===== src/rtl/rle_decoder_if.sv =====
// Handshake bundle for the run-length decoder: token input side and decoded
// word output side, plus the sticky overrun flag.
interface rle_decoder_if #(
  parameter int unsigned WIDTH = 16
);
  logic [WIDTH-1:0] din;
  logic             write;
  logic             full;
  logic [WIDTH-1:0] dout;
  logic             avail;
  logic             read;
  logic             err;

  modport master (
    output din, write, read,
    input  full, dout, avail, err
  );

  modport slave (
    input  din, write, read,
    output full, dout, avail, err
  );
endinterface


===== src/rtl/rle_decoder.sv =====
// Run-length decoder: accepts (count, value) token pairs and emits count copies
// of value through a one-word output register with avail/read handshake.
module rle_decoder #(
  parameter int unsigned WIDTH = 16
) (
  input  logic        clk,
  input  logic        rst,
  rle_decoder_if.slave bus
);

  typedef enum logic [1:0] {
    S_COUNT = 2'd0,
    S_VALUE = 2'd1,
    S_EMIT  = 2'd2
  } state_t;

  state_t           state_q, state_d;
  logic [WIDTH-1:0] run_q, run_d;
  logic [WIDTH-1:0] val_q, val_d;
  logic [WIDTH-1:0] dout_q, dout_d;
  logic             avail_q, avail_d;
  logic             err_q, err_d;

  logic full;
  logic accept;
  logic load;

  assign full   = rst | (state_q == S_EMIT);
  assign accept = bus.write & ~full;
  // The output register can take a new word when empty or being drained.
  assign load   = (state_q == S_EMIT) & (~avail_q | bus.read);

  always_comb begin
    state_d = state_q;
    run_d   = run_q;
    val_d   = val_q;
    dout_d  = dout_q;
    avail_d = avail_q;
    err_d   = err_q;

    unique case (state_q)
      S_COUNT: begin
        if (accept) begin
          run_d   = bus.din;
          state_d = S_VALUE;
        end
      end
      S_VALUE: begin
        if (accept) begin
          val_d   = bus.din;
          state_d = (run_q == '0) ? S_COUNT : S_EMIT;
        end
      end
      S_EMIT: begin
        if (load) begin
          dout_d  = val_q;
          avail_d = 1'b1;
          run_d   = run_q - 1'b1;
          if (run_q == WIDTH'(1)) begin
            state_d = S_COUNT;
          end
        end
      end
      default: state_d = S_COUNT;
    endcase

    if (!load && avail_q && bus.read) begin
      avail_d = 1'b0;
    end

    if (bus.write && full) begin
      err_d = 1'b1;
    end
  end

  always_ff @(posedge clk or posedge rst) begin
    if (rst) begin
      state_q <= S_COUNT;
      run_q   <= '0;
      val_q   <= '0;
      dout_q  <= '0;
      avail_q <= 1'b0;
      err_q   <= 1'b0;
    end else begin
      state_q <= state_d;
      run_q   <= run_d;
      val_q   <= val_d;
      dout_q  <= dout_d;
      avail_q <= avail_d;
      err_q   <= err_d;
    end
  end

  assign bus.full  = full;
  assign bus.dout  = dout_q;
  assign bus.avail = avail_q;
  assign bus.err   = err_q;

endmodule

===== src/flat_wrapper.sv =====
// flat-port wrapper written by rule: the top's interface ports become plain ports
module rle_decoder_flat 
#(
  parameter int unsigned WIDTH = 16
)
  (clk, rst, bus_din, bus_write, bus_read, bus_full, bus_dout, bus_avail, bus_err);
  rle_decoder_if #(.WIDTH(WIDTH)) bus_i ();
  input  logic clk;
  input  logic rst;
  input wire logic [$bits(bus_i.din)-1:0] bus_din;
  input wire logic [$bits(bus_i.write)-1:0] bus_write;
  input wire logic [$bits(bus_i.read)-1:0] bus_read;
  output wire logic [$bits(bus_i.full)-1:0] bus_full;
  output wire logic [$bits(bus_i.dout)-1:0] bus_dout;
  output wire logic [$bits(bus_i.avail)-1:0] bus_avail;
  output wire logic [$bits(bus_i.err)-1:0] bus_err;
  assign bus_i.din = bus_din;
  assign bus_i.write = bus_write;
  assign bus_i.read = bus_read;
  assign bus_full = bus_i.full;
  assign bus_dout = bus_i.dout;
  assign bus_avail = bus_i.avail;
  assign bus_err = bus_i.err;
  rle_decoder #(.WIDTH(WIDTH)) u_core (.clk(clk), .rst(rst), .bus(bus_i));
endmodule

===== config.mk =====
export PLATFORM = sky130hd
export DESIGN_NAME = rle_decoder_flat
export DESIGN_NICKNAME = d
export VERILOG_FILES = /design/src/rtl/rle_decoder_if.sv /design/src/rtl/rle_decoder.sv /design/src/flat_wrapper.sv
export SDC_FILE = /design/constraint.sdc
export NUM_CORES = 1
export LEC_CHECK = 0
export ABC_AREA = 1
export BUFFER_PORTS_ARGS = -buffer_cell sky130_fd_sc_hd__buf_4
export CAP_MARGIN = 25
export CORE_ASPECT_RATIO = 2
export CORE_MARGIN = 3
export CORE_UTILIZATION = 51
export CTS_CLUSTER_SIZE = 30
export DETAILED_ROUTE_END_ITERATION = 10
export PLACE_DENSITY = 0.78
export SYNTH_ARGS = -nofsm -noshare
export SYNTH_HDL_FRONTEND = slang
export SYNTH_SLANG_ARGS = --single-unit
export TNS_END_PERCENT = 5

===== constraint.sdc =====
create_clock -name clk -period 1.48 [get_ports clk]
set_input_delay 0.074 -clock clk [delete_from_list [all_inputs] [get_ports clk]]
set_output_delay 0.074 -clock clk [all_outputs]
set_load 0.005 [all_outputs]

==> reports/qor.csv, run 1 <==
stage,metric,value,unit
outcome,status,"finished, final reports clean",
setup_path,r2r-start,u_core.state_q[1],
pwr,powerDensity,1980,nW/um^2
layout,diodes,0,
die,coreArea,4950,sq um
layout,syn_to_final_growth,22.1,%
setup_path,cp-end-kind,register,
hold_path,min-delay-start,bus_din[0],
clock_tree,cts_root_buf,clkbuf_8,
clock_tree,cts_tree,yes,
logic_synthesis,synthXorXnorAreaFrac,0.332,%
setup_path,critPathRequiredTime,1.67,ns
grt,grt_pass1_vias,2184,
layout,final_common_cell,nand2_1,
timing,finalCriticalPeriod,1.41,ns
die,die_h,108,um
drt,drtPass1Iterations,4,
drt,drc,0,
logic_synthesis,synth_fp_nets,344,
layout,fillers,446,
logic_synthesis,ys.flop_type,dfrtp_1,
drt,routed_wl,5940,um
grt,grt_max_degree,51,
clock_tree,cts.sinks,52,
placement,post-dp-hpwl,4400,um
pwr,p_leak,1.68,nW
timing,final-max-slew-violation-count,0,
setup_path,rrSetupSlack,0.09,ns
logic_synthesis,ys_types,27,
grt,antenna_found_initial,0,
pwr,irDropWorstVdd,1.29,mV
hold_path,hp-class,input pin to register,
drt,num_vias,2188,
timing,rsz0062_at_grt,yes,
setup_path,endpoint,u_core.run_q[5],
timing,worst_pin_slew,0.628,ns
timing,fmax,708,MHz
logic_synthesis,syn_area_per_cell,8.20,sq um
logic_synthesis,synthArstFlopShare,100,%
logic_synthesis,synthCells,322,
logic_synthesis,synth_top_family_by_area,simple AND/OR/NAND/NOR gates,
layout,finalNonFillerCells,429,
clock_tree,clock_latency,0.31,ns
logic_synthesis,synthAdderAreaFrac,0.947,%
timing,slew_headroom,58.1,%
logic_synthesis,ys_ff_latch,52,
layout,utilization,65.1,%
job,maxCapViolations,0,
setup_path,crit_path_start,rst,
timing,setup_violations,0,
grt,grt_usage,21.0,%
setup_path,start_kind,input pin,
logic_synthesis,synthMuxAreaShare,6.82,%
setup_path,timing.rr.end,u_core.run_q[5],
logic_synthesis,synth_compound_area_share,9.28,%
placement,dp.cells,415,
layout,drive_above_1_share,24.7,%
drt,via_per_inst,5.10,
clock_tree,htreeDepth,2,
setup_path,reg2regPathDepth,7,
layout,design_area,3230,sq um
layout,final_nets,393,
grt,overflow,0,
grt,grt_pass1_wl,9970,um
die,io-pin-count,39,
die,initial_core_util,53.3,%
logic_synthesis,synth_area,2640,sq um
timing,finClkSkew,0.0109,ns
die,die-area,6130,sq um
placement,numPortBuffers,38,
clock_tree,clock_path_buffers,2,
timing,finalHoldViolCount,0,
timing,fin_crit_sh,95.5,%
timing,fin_tns_setup,0,ns
logic_synthesis,synthSimpleGateAreaFrac,25.4,%
drt,antenna_left,0,
clock_tree,cts_made_buffers,5,
placement,placed_cell_area,3020,sq um
placement,gp_congestion,0.899,
setup_path,cp.arrival,1.60,ns
setup_path,crit_fanout,12,
drt,wire_per_inst,13.8,um
layout,final_cell_mix,"nand2_1 (99), dfrtp_1 (52), buf_4 (47), inv_1 (30), nor2_1 (29)",
logic_synthesis,synth-warning-count,0,
drt,drt_iter0_markers,78,
die,rows,36,
clock_tree,path_clk_slew,0.10,ns
die,die_x,56.9,um
pwr,power,6.40,mW
logic_synthesis,synth_edf_count,0,
logic_synthesis,ys_seq_area_share,49.3,%
setup_path,path_class,input pin to register,
[per-layer routing]
layer | up-vias | track usage (%) | share of wire [%]
li1 | 1108 | - | -
met1 | 1013 | 23.0 | 39
met2 | 50 | 37.4 | 53
met3 | 17 | 3.24 | 3.9
met4 | 0 | 11.6 | 3.6
met5 | - | 0 | 0
[report_power, final]
part	internal, mW	switching (mW)	total [mW]
logic	1.32	1.46	2.78
clock network	0.597	0.458	1.05
registers	2.08	0.486	2.56
total	3.99	2.40	6.40
[cell usage after synthesis, types with 3 or more instances]
cell     number  area [sq um]
nand2_4       3          33.8
nand2_1     101           379
mux2_4       12           180
nor2_2        5          31.3
a21oi_1      13          65.1
dfrtp_1      52          1300
buf_6         3          33.8
o21ai_1       4          20.0
inv_1        34           128
nand3_1      15          75.1
nor2_1       32           120
o21ai_0      26           130
buf_2         4          20.0
[metrics by stage]
step                hold WS, ns  setup slack, ns
finish                   0.0214           0.0670
global route             0.0330          -0.0422
CTS                      0.0142           0.0195
detailed placement       0.0104           0.0422
global placement        0.00839           0.0525
floorplan                 0.146           -0.237
[kinds of logic after synthesis]
kind of cell | count (synthesis)
AND/OR/NAND/NOR | 161
flip-flops | 52
AO/OA/AOI/OAI | 47
buffers and inverters | 47
multiplexers | 12
adder cells (fa/ha/maj) | 2
XOR/XNOR | 1
[final cells by class]
class / instances / area [sq um] / area share [%]
Inverter: 37 / 148 / 4.58
Clock buffer: 7 / 96.3 / 2.99
Clock inverter: 1 / 30.0 / 0.931
Timing Repair Buffer: 52 / 424 / 13.1
Tap cell: 57 / 71.3 / 2.21
Sequential cell: 52 / 1300 / 40.3
Multi-Input combinational cell: 223 / 1150 / 35.8
[sequential cells by signal (all words and copies together), names as in the netlist]
name and count:
u_core.bus.err 1, u_core.state_q 2, u_core.bus.dout 16, u_core.val_q 16, u_core.bus.avail 1, u_core.run_q 16
[critical path, stage by stage]
cell and delay (ns):
dlygate4sd3_1 0.54, buf_4 0.15, clkinvlp_4 0.12, nand4_1 0.18, nand2_4 0.14, buf_6 0.16, o21ai_0 0.11, nand2_1 0.07
o21ai_1 0.06
[worst min path at each step]
| stage | endpoint | slack (ns) | cells past startpoint |
|---|---|---|---|
| CTS | u_core.val_q[0] | 0.01 | 3 |
| finish | u_core.val_q[0] | 0.02 | 3 |
| floorplan | u_core.bus.avail | 0.15 | 1 |
| global placement | u_core.bus.avail | 0.008 | 2 |
| detailed placement | u_core.bus.avail | 0.01 | 2 |
| global route | u_core.val_q[3] | 0.03 | 3 |
[repair_timing]
action,CTS,global route
hold endpoints to repair,3,0
hold buffers,2,0
setup buffers,0,4
gates resized for setup,0,15
endpoints found under the setup margin,0,13
(Power assumes the default switching activity.)
==> run 2, diff against run 1 <==
--- a/config.mk
+++ b/config.mk
@@ -8,12 +8,11 @@
 export ABC_AREA = 1
 export BUFFER_PORTS_ARGS = -buffer_cell sky130_fd_sc_hd__buf_4
 export CAP_MARGIN = 25
-export CORE_ASPECT_RATIO = 2
 export CORE_MARGIN = 3
-export CORE_UTILIZATION = 51
+export CORE_UTILIZATION = 40
 export CTS_CLUSTER_SIZE = 30
 export DETAILED_ROUTE_END_ITERATION = 10
-export PLACE_DENSITY = 0.78
+export PLACE_DENSITY = 0.65
 export SYNTH_ARGS = -nofsm -noshare
 export SYNTH_HDL_FRONTEND = slang
 export SYNTH_SLANG_ARGS = --single-unit
==> run 2 against run 1 <==
Net effect:
- register-to-register slack hardly changed
- critical path depth stayed put
- worst hold slack hardly changed
- highest routed layer unchanged
- die area is 24% higher
- clock-buffer cell count is 1 lower
- final cell count is 5.4% higher
- via count is 2.1% higher
- setup slack better by 0.033 ns
- combinational power is 1% lower
==> reports/qor.csv, run 2 (same netlist as run 1, synthesis figures left out) <==
stage,metric,value,unit,change
outcome,status,"finished, final reports clean",,unchanged
die,die-area,7610,sq um,was 6130 sq um
layout,drive_above_1_share,23.3,%,was 24.7%
pwr,clock_power_share,13.5,%,was 16.5%
placement,post-dp-hpwl,4340,um,was 4400 um
clock_tree,cts_root_buf,clkbuf_8,,unchanged
layout,final_cell_mix,"nand2_1 (100), dfrtp_1 (52), buf_4 (50), inv_1 (32), nor2_1 (30)",,"was nand2_1 (99), dfrtp_1 (52), buf_4 (47), inv_1 (30), nor2_1 (29)"
pwr,p_leak,1.68,nW,about the same
grt,overflow,0,,unchanged
layout,syn_to_final_growth,22.7,%,was 22.1%
grt,grt_pass1_wl,10100,um,was 9970 um
die,rows,28,,was 36
timing,worst_pin_slew,0.893,ns,was 0.628 ns
layout,utilization,52.6,%,was 65.1%
layout,finalNonFillerCells,452,,was 429
drt,num_vias,2235,,was 2188
layout,final_common_cell,nand2_1,,unchanged
die,die_h,87.3,um,was 108 um
placement,place_ws,0.0283,ns,was 0.0422 ns
setup_path,cp_slowest_cell,dfrtp_1,,was dlygate4sd3_1
timing,setup_violations,0,,unchanged
setup_path,cp.arrival,1.59,ns,was 1.60 ns
setup_path,slowest_delay,0.42,ns,was 0.54 ns
grt,grt_pass1_vias,2142,,was 2184
setup_path,start_kind,register,,was input pin
setup_path,path_cells,inv_1 > ha_1 > nand2_1 > inv_2 > nand3_1 > nand2_1 > nand2_1 > nand2_1 > inv_1,,was dlygate4sd3_1 > buf_4 > clkinvlp_4 > nand4_1 > nand2_4 > buf_6 > o21ai_0 > nand2_1 > o21ai_1
timing,finClkSkew,0.00543,ns,was 0.0109 ns
clock_tree,cts.sinks,52,,unchanged
timing,timing.hold.ws,0.0213,ns,was 0.0214 ns
timing,rsz0062_at_grt,yes,,unchanged
clock_tree,cts_made_buffers,5,,unchanged
drt,drt_iter0_markers,146,,was 78
clock_tree,post_cts_buffers,0,,unchanged
timing,finalCriticalPeriod,1.38,ns,was 1.41 ns
clock_tree,htreeDepth,2,,unchanged
setup_path,crit_path_start,u_core.run_q[0],,was rst
pwr,p_sw,2.40,mW,about the same
layout,final_nets,398,,was 393
timing,fin_tns_setup,0,ns,unchanged
job,maxCapViolations,0,,unchanged
timing,fmax,725,MHz,was 708 MHz
die,io-pin-count,39,,unchanged
die,initial_core_util,42.8,%,was 53.3%
timing,final-max-slew-violation-count,0,,unchanged
timing,finalHoldViolCount,0,,unchanged
setup_path,crit_fanout,6,,was 12
pwr,intPower,3.71,mW,was 3.99 mW
pwr,irDropWorstVdd,0.810,mV,was 1.29 mV
pwr,power_frac_seq,41.7,%,was 40.1%
placement,numPortBuffers,38,,unchanged
grt,grt_max_degree,34,,was 51
clock_tree,path_clk_slew,0.10,ns,about the same
die,die_x,87.3,um,was 56.9 um
hold_path,hp-class,input pin to register,,unchanged
hold_path,min-delay-start,bus_din[4],,was bus_din[0]
setup_path,critPathBufInv,3,,was 4
grt,grt_usage,16.7,%,was 21.0%
drt,antenna_left,0,,unchanged
drt,via_per_inst,4.94,,was 5.10
placement,gp_congestion,0.878,,was 0.899
setup_path,path_class,register to register,,was input pin to register
pwr,switching_share,39.2,%,was 37.6%
setup_path,crit_path_frequent_cell,nand2_1,,
placement,dp.cells,438,,was 415
drt,routed_wl,5950,um,was 5940 um
clock_tree,cts_tree,yes,,unchanged
timing,slew_headroom,40.3,%,was 58.1%
timing,setup_ws,0.0998,ns,was 0.0670 ns
setup_path,worst_path_dominant_cell_family,flip-flops,,was buffers and inverters
layout,diodes,0,,unchanged
pwr,powerDensity,1890,nW/um^2,was 1980 nW/um^2
drt,drtPass1Iterations,4,,unchanged
setup_path,r2r-start,u_core.run_q[0],,was u_core.state_q[1]
clock_tree,clock_latency,0.31,ns,about the same
pwr,combPwrFrac,44.8,%,was 43.4%
setup_path,cp-end-kind,register,,unchanged
setup_path,critPathRequiredTime,1.69,ns,was 1.67 ns
grt,antenna_found_initial,0,,unchanged
drt,wire_per_inst,13.2,um,was 13.8 um
drt,drc,0,,unchanged
clock_tree,clock_path_buffers,2,,unchanged
timing,fin_crit_sh,93.3,%,was 95.5%
die,coreArea,6170,sq um,was 4950 sq um
-- run 2: power groups by stage --
stage	Clock, mW	Sequential (mW)	Combinational [mW]
after CTS	0.846	2.54	2.70
after global placement	0	2.53	2.63
after detailed placement	0	2.56	2.68
after floorplan	0	2.48	1.82
after global routing	0.900	2.65	3.12
final	0.824	2.55	2.74
-- run 2: worst paths after layout --
path	to	slack, ns	cells after the start
hold reg to reg	u_core.bus.err	0.47	1
hold / removal	u_core.val_q[4]	0.02	3
setup reg to reg	u_core.run_q[12]	0.1	9
min in group asynchronous	u_core.state_q[1]	0.22	3
setup / recovery	u_core.run_q[12]	0.1	9
max in group asynchronous	u_core.val_q[15]	0.28	4
-- run 2: per-stage QoR --
step	total power [mW]	cell area [sq um]
after floorplan	4.30	2650
after global placement	5.15	3070
after detailed placement	5.25	3070
after CTS	6.08	3170
after global routing	6.67	3240
final	6.11	3240
-- run 2: worst reg2reg max path, stage by stage (launching register included) --
cell and delay (ns):
dfrtp_1 0.42, inv_1 0.10, ha_1 0.17, nand2_1 0.13, inv_2 0.16, nand3_1 0.09, nand2_1 0.07, nand2_1 0.05
nand2_1 0.06, inv_1 0.03
-- run 2: per-layer routing --
metal	GRT usage, %	part of all wire, %	vias to the layer above
met5	0	0	-
met1	23.7	47	1036
met4	5.58	1.7	0
li1	-	-	1119
met2	25.2	44	71
met3	3.69	6.6	9
-- run 2: timing repair --
item                                    4_1_cts  5_1_grt
hold buffers                                  2        4
hold endpoints to repair                     53        6
resized for setup                             0        7
endpoints found under the setup margin        0        9
-- run 2: final cells by class --
| type | count | area [sq um] |
|---|---|---|
| Sequential cell | 52 | 1300 |
| Multi-Input combinational cell | 223 | 1150 |
| Inverter | 37 | 145 |
| Clock buffer | 6 | 72.6 |
| Tap cell | 75 | 93.8 |
| Timing Repair Buffer | 57 | 465 |
| Fill cell | 594 | 2920 |
| Clock inverter | 2 | 16.3 |
